`config.mk`:
```
export PLATFORM = sky130hd
export DESIGN_NAME = buff_pop_sched
export DESIGN_NICKNAME = d
export VERILOG_FILES = /design/src/rtl/buff_pop_sched_pkg.sv /design/src/rtl/buff_rr_arb.sv /design/src/rtl/buff_pop_sched.sv
export SDC_FILE = /design/constraint.sdc
export NUM_CORES = 1
export LEC_CHECK = 0
export CELL_PAD_IN_SITES_DETAIL_PLACEMENT = 1
export CELL_PAD_IN_SITES_GLOBAL_PLACEMENT = 1
export CORE_MARGIN = 4
export CORE_UTILIZATION = 33
export CTS_CLUSTER_SIZE = 30
export DETAILED_ROUTE_END_ITERATION = 8
export PLACE_DENSITY = 0.69
export SETUP_SLACK_MARGIN = 0.02
export SLEW_MARGIN = 20
export SYNTH_ARGS = -nofsm -noshare
export SYNTH_HDL_FRONTEND = slang
export SYNTH_SLANG_ARGS = --single-unit
```
`constraint.sdc`:
```
create_clock -name clk -period 5.3 [get_ports clk]
set_clock_uncertainty 0.1 [all_clocks]
set_input_delay 1.325 -clock clk [delete_from_list [all_inputs] [get_ports clk]]
set_output_delay 1.325 -clock clk [all_outputs]
set_load 0.05 [all_outputs]
```
`src/rtl/buff_pop_sched_pkg.sv`:
```
// ============================================================================
// Module  : buff_pop_sched_pkg
// Purpose : Default configuration, derived widths and the output entry type
//           for the buffer pop scheduler.
// Rev     : 1.0
// ============================================================================
`default_nettype none

package buff_pop_sched_pkg;

    localparam int NUMELEM_DEF   = 4;
    localparam int BITDATA_DEF   = 4;
    localparam int NUMFIFO_DEF   = 8;
    localparam int POP_DELAY_DEF = 2;
    localparam int OUTDEPTH_DEF  = 4;

    localparam int BITFIFO = $clog2(NUMFIFO_DEF);
    localparam int BITELEM = $clog2(NUMELEM_DEF);
    localparam int BITCRED = $clog2(OUTDEPTH_DEF + 1);

    typedef struct packed {
        logic [BITFIFO-1:0]     prt;
        logic [BITDATA_DEF-1:0] dat;
    } out_entry_t;

endpackage

`default_nettype wire

```
`src/rtl/buff_rr_arb.sv`:
```
// ============================================================================
// Module  : buff_rr_arb
// Purpose : Round-robin arbiter; grants the first request at or above ptr,
//           wrapping from NUMFIFO-1 back to 0.
// Rev     : 1.0
// ============================================================================
`default_nettype none

module buff_rr_arb #(
    parameter int NUMFIFO = 8,
    parameter int BITFIFO = 3
) (
    input  logic [NUMFIFO-1:0] req,
    input  logic [BITFIFO-1:0] ptr,
    output logic               gnt_vld,
    output logic [BITFIFO-1:0] gnt_idx
);

    localparam logic [BITFIFO-1:0] C_LAST = BITFIFO'(NUMFIFO - 1);

    logic [BITFIFO-1:0] w_scan;
    logic               w_found;

    always_comb begin
        gnt_idx = '0;
        w_found = 1'b0;
        w_scan  = ptr;
        for (int i = 0; i < NUMFIFO; i++) begin
            if (!w_found && req[w_scan]) begin
                gnt_idx = w_scan;
                w_found = 1'b1;
            end
            w_scan = (w_scan == C_LAST) ? '0 : w_scan + 1'b1;
        end
    end

    assign gnt_vld = |req;

endmodule

`default_nettype wire

```
`src/rtl/buff_pop_sched.sv`:
```
// ============================================================================
// Module  : buff_pop_sched
// Purpose : Push admission, credit-limited round-robin pop scheduling and
//           return realignment into an output FIFO for the static buffer.
// Rev     : 1.0
// ============================================================================
`default_nettype none

module buff_pop_sched
    import buff_pop_sched_pkg::*;
#(
    parameter int NUMELEM   = NUMELEM_DEF,
    parameter int BITDATA   = BITDATA_DEF,
    parameter int NUMFIFO   = NUMFIFO_DEF,
    parameter int POP_DELAY = POP_DELAY_DEF,
    parameter int OUTDEPTH  = OUTDEPTH_DEF
) (
    input  logic                       clk,
    input  logic                       rst,
    input  logic                       buf_ready,
    input  logic                       in_vld,
    input  logic [$clog2(NUMFIFO)-1:0] in_prt,
    input  logic [BITDATA-1:0]         in_din,
    output logic                       in_rdy,
    output logic                       push,
    output logic [$clog2(NUMFIFO)-1:0] pu_prt,
    output logic [BITDATA-1:0]         pu_din,
    output logic                       pop,
    output logic [$clog2(NUMFIFO)-1:0] po_prt,
    input  logic [BITDATA-1:0]         po_dout,
    output logic                       out_vld,
    output logic [$clog2(NUMFIFO)-1:0] out_prt,
    output logic [BITDATA-1:0]         out_dat,
    input  logic                       out_rdy
);

    localparam int PRT_W  = $clog2(NUMFIFO);
    localparam int CNT_W  = $clog2(NUMELEM) + 1;
    localparam int CRED_W = $clog2(OUTDEPTH + 1);
    localparam int ADR_W  = (OUTDEPTH > 1) ? $clog2(OUTDEPTH) : 1;

    localparam logic [CNT_W-1:0]  C_FULL   = CNT_W'(NUMELEM);
    localparam logic [CRED_W-1:0] C_DEPTH  = CRED_W'(OUTDEPTH);
    localparam logic [PRT_W-1:0]  C_LAST_Q = PRT_W'(NUMFIFO - 1);
    localparam logic [ADR_W-1:0]  C_LAST_A = ADR_W'(OUTDEPTH - 1);

    typedef struct packed {
        logic [PRT_W-1:0]   prt;
        logic [BITDATA-1:0] dat;
    } entry_t;

    logic [CNT_W-1:0]     r_cnt [NUMFIFO];
    logic [PRT_W-1:0]     r_rr_ptr;
    logic [POP_DELAY-1:0] r_pipe_vld;
    logic [PRT_W-1:0]     r_pipe_prt [POP_DELAY];
    entry_t               r_mem [OUTDEPTH];
    logic [ADR_W-1:0]     r_wr_adr;
    logic [ADR_W-1:0]     r_rd_adr;
    logic [CRED_W-1:0]    r_occ;

    logic [NUMFIFO-1:0]   w_req;
    logic                 w_gnt_vld;
    logic [PRT_W-1:0]     w_gnt_idx;
    logic [CRED_W-1:0]    w_inflight;
    logic                 w_has_credit;
    logic                 w_in_rdy;
    logic                 w_push;
    logic                 w_pop;
    logic                 w_ret_vld;
    logic                 w_rd;

    always_comb begin
        w_inflight = '0;
        for (int i = 0; i < POP_DELAY; i++) begin
            w_inflight = w_inflight + CRED_W'(r_pipe_vld[i]);
        end
        for (int q = 0; q < NUMFIFO; q++) begin
            w_req[q] = (r_cnt[q] != '0);
        end
    end

    buff_rr_arb #(
        .NUMFIFO (NUMFIFO),
        .BITFIFO (PRT_W)
    ) u_arb (
        .req     (w_req),
        .ptr     (r_rr_ptr),
        .gnt_vld (w_gnt_vld),
        .gnt_idx (w_gnt_idx)
    );

    // Credits cover both FIFO residents and pops still travelling through the buffer.
    assign w_has_credit = (r_occ + w_inflight) < C_DEPTH;

    assign w_in_rdy  = !rst && buf_ready && (r_cnt[in_prt] < C_FULL);
    assign w_push    = in_vld && w_in_rdy;
    assign w_pop     = !rst && buf_ready && w_has_credit && w_gnt_vld;
    assign w_ret_vld = r_pipe_vld[POP_DELAY-1];
    assign w_rd      = (r_occ != '0) && out_rdy;

    assign in_rdy  = w_in_rdy;
    assign push    = w_push;
    assign pu_prt  = rst ? '0 : in_prt;
    assign pu_din  = rst ? '0 : in_din;
    assign pop     = w_pop;
    assign po_prt  = rst ? '0 : w_gnt_idx;
    assign out_vld = !rst && (r_occ != '0);
    assign out_prt = rst ? '0 : r_mem[r_rd_adr].prt;
    assign out_dat = rst ? '0 : r_mem[r_rd_adr].dat;

    always_ff @(posedge clk) begin
        if (rst) begin
            for (int q = 0; q < NUMFIFO; q++) begin
                r_cnt[q] <= '0;
            end
            for (int i = 0; i < POP_DELAY; i++) begin
                r_pipe_prt[i] <= '0;
            end
            r_rr_ptr   <= '0;
            r_pipe_vld <= '0;
            r_wr_adr   <= '0;
            r_rd_adr   <= '0;
            r_occ      <= '0;
        end else begin
            for (int q = 0; q < NUMFIFO; q++) begin
                r_cnt[q] <= r_cnt[q]
                          + CNT_W'(w_push && (pu_prt == PRT_W'(q)))
                          - CNT_W'(w_pop && (w_gnt_idx == PRT_W'(q)));
            end
            if (w_pop) begin
                r_rr_ptr <= (w_gnt_idx == C_LAST_Q) ? '0 : w_gnt_idx + 1'b1;
            end
            r_pipe_vld[0] <= w_pop;
            r_pipe_prt[0] <= w_gnt_idx;
            for (int i = 1; i < POP_DELAY; i++) begin
                r_pipe_vld[i] <= r_pipe_vld[i-1];
                r_pipe_prt[i] <= r_pipe_prt[i-1];
            end
            if (w_ret_vld) begin
                r_wr_adr <= (r_wr_adr == C_LAST_A) ? '0 : r_wr_adr + 1'b1;
            end
            if (w_rd) begin
                r_rd_adr <= (r_rd_adr == C_LAST_A) ? '0 : r_rd_adr + 1'b1;
            end
            r_occ <= r_occ + CRED_W'(w_ret_vld) - CRED_W'(w_rd);
        end
    end

    // Storage needs no reset; occupancy alone decides what is visible.
    always_ff @(posedge clk) begin
        if (!rst && w_ret_vld) begin
            r_mem[r_wr_adr] <= '{prt: r_pipe_prt[POP_DELAY-1], dat: po_dout};
        end
    end

endmodule

`default_nettype wire

```
==> results.ini <==
[sta]
setup_viol=0
rsz0062_at_grt=no
finalCritPeriodShare=0.948
final.setup.tns_ps=0
maxSlewHeadroom=0.556
hold_viol=0
worst_slack_ps=275
min_period_ps=5030
fmax_ghz=0.199
slew_viol_final=0
worst_pin_slew_ps=661

[yosys]
syn_area_um2=4630
synth_nets=506
synthArstFlopShare=0
yosys.area.top_type_share=0.190
synth-edff-count=28
syn_inst=446
synth_most_common_cell=dfxtp_1
synth_commonest_cells=44 x dfxtp_1, 41 x inv_1, 37 x nor2_1
syn_area_per_cell_um2=10.4
ys_ff_latch=72
yosysUniqueCellTypes=64
yosysSeqAreaShare=0.372
yosysTopAreaCell=dfxtp_1
yosysWarnings=0
synth_area_leaders=dfxtp_1 19%, edfxtp_1 18%, ha_1 9.5%, mux4_2 7.3%, fa_1 3.9%
dominantRegCellSynth=dfxtp_1

[cells_and_area]
drive_gt1_frac=0.163
diodes=0
postLayoutCoreUtil=0.409
finalNetCount=558
area_growth_pct=22.0

[placement]
pre_cts_slack_ps=369
gp_congestion=0.859
dp_hpwl_um=9130
port-buffer-count=36

[grt]
antenna_found_initial=0
grt_max_degree=36
grt_pass1_wl_um=19700
overflow=0
grt_pass1_vias=3791
gr-usage-all-layers=0.153

[critical_path]
arrival_ps=3600
end_kind=output port
start_kind=flop
cp_max_fo=8
cp.required_ps=3880
crit_type=reg2out
r2r_slack_ps=370

[clocking]
htreeDepth=3
cts_tree=built
cts_buffers=9
cts.sinks=72
post_cts_buffers=0
clk_latency_ps=330
path_clk_slew_ps=60
root_buffer=clkbuf_16
cts.path.max_buffers=2

[flow_run]
maxCapViolCount=0

[die]
die_x_um=126
core_um2=13800
dieArea_um2=16000
die_height_um=126
floorplan.initialDensity=0.335
num_rows=43
io_pins=37

[routing]
drc_errors=0
ant_nets=0
wl_um=11600
drt_iter0_drc=117
first_pass_iters=6
vias_per_cell=5.16
wl_per_cell_um=17.0
vias=3526

[pwr]
power_leakage_nw=2.23
peakVddDrop_uv=237
p_per_area_nw_per_um2=518

[min_path]
hold_path_class=reg2reg

[outcome]
status=completed

## final timing paths
| check | start | end | cells after the start |
|---|---|---|---|
| max reg2reg | r_rr_ptr[1] | r_cnt[3][2] | 19 |
| max | r_rr_ptr[1] | po_prt[2] | 10 |
| min reg2reg | r_pipe_prt[0][1] | r_pipe_prt[0][4] | 1 |
| min | r_pipe_prt[0][1] | r_pipe_prt[0][4] | 1 |
## repair_timing
action	CTS	global route
resized for setup	0	3
endpoints found under the hold margin	0	0
endpoints found under the setup margin	0	7
hold buffers	0	0
## sequential cells by signal, indices dropped and copies added (netlist names), named ones only
name	flops
r_occ	3
r_cnt	24
r_pipe_vld	2
r_rr_ptr	3
r_pipe_prt	6
r_mem	28
r_wr_adr	2
r_rd_adr	2
## layer usage
layer,GRT usage,wire length (um),vias up
met5,0,0,-
met4,0.0555,294,0
met3,0.0248,380,23
met2,0.258,5690,64
met1,0.200,5250,1742
li1,-,-,1697
## stage by stage
step | hold WS, ps | cell area (um^2) | total power, W | std cells
after floorplan | 314 | 4630 | 0.00185 | 446
after global placement | 321 | 5350 | 0.00234 | 667
after detailed placement | 334 | 5350 | 0.00236 | 667
after CTS | 349 | 5640 | 0.00296 | 683
after global routing | 363 | 5650 | 0.00316 | 683
final | 340 | 5650 | 0.00293 | 683
## report_power, final
| part | total (W) | switching (W) | internal (W) |
|---|---|---|---|
| Sequential | 0.000708 | 0.0000717 | 0.000636 |
| Combinational | 0.00164 | 0.000929 | 0.000707 |
| Clock | 0.000582 | 0.000255 | 0.000326 |
## layout by cell type (no fill, tap or decap), drive strengths merged, types with 13 or more instances in the layout
master	netlist	final
dfxtp	44	44
inv	41	44
nor2	40	40
ha	35	35
clkdlybuf4s50	0	29
edfxtp	28	28
nor3	26	26
buf	8	26
nor2b	24	24
nand2	19	19
mux4	17	17
xnor2	16	16
and2	15	15
o21ai	14	14
a21oi	13	13
## worst max-delay path, cell delays in order, from the launching register on
cell and delay, ps:
dfxtp_1 400, ha_1 230, ha_1 370, xor3_2 540, xnor2_2 240, mux2i_1 180
nor4_2 360, o211ai_1 200, o211a_1 240, nor3_1 330, buf_12 190
## cells by family after synthesis
family / Yosys count / synth area share
AOI/OAI and AO/OA: 71 / 0.111
adders and majority gates: 44 / 0.133
buffers and inverters: 55 / 0.0475
DFF: 72 / 0.372
muxes: 28 / 0.110
xor gates and xnor gates: 23 / 0.0486
and+or+nand+nor: 153 / 0.178
## area by class of cell
cell class	instances	area, um^2
fillers	1517	8180
multi-input cells	319	2700
flip-flops and latches	72	1720
repair buffers	55	558
clock buffers	9	225
well taps	180	225
inverters	41	154
clock inverters	7	63.8
(Power assumes the default switching activity.)
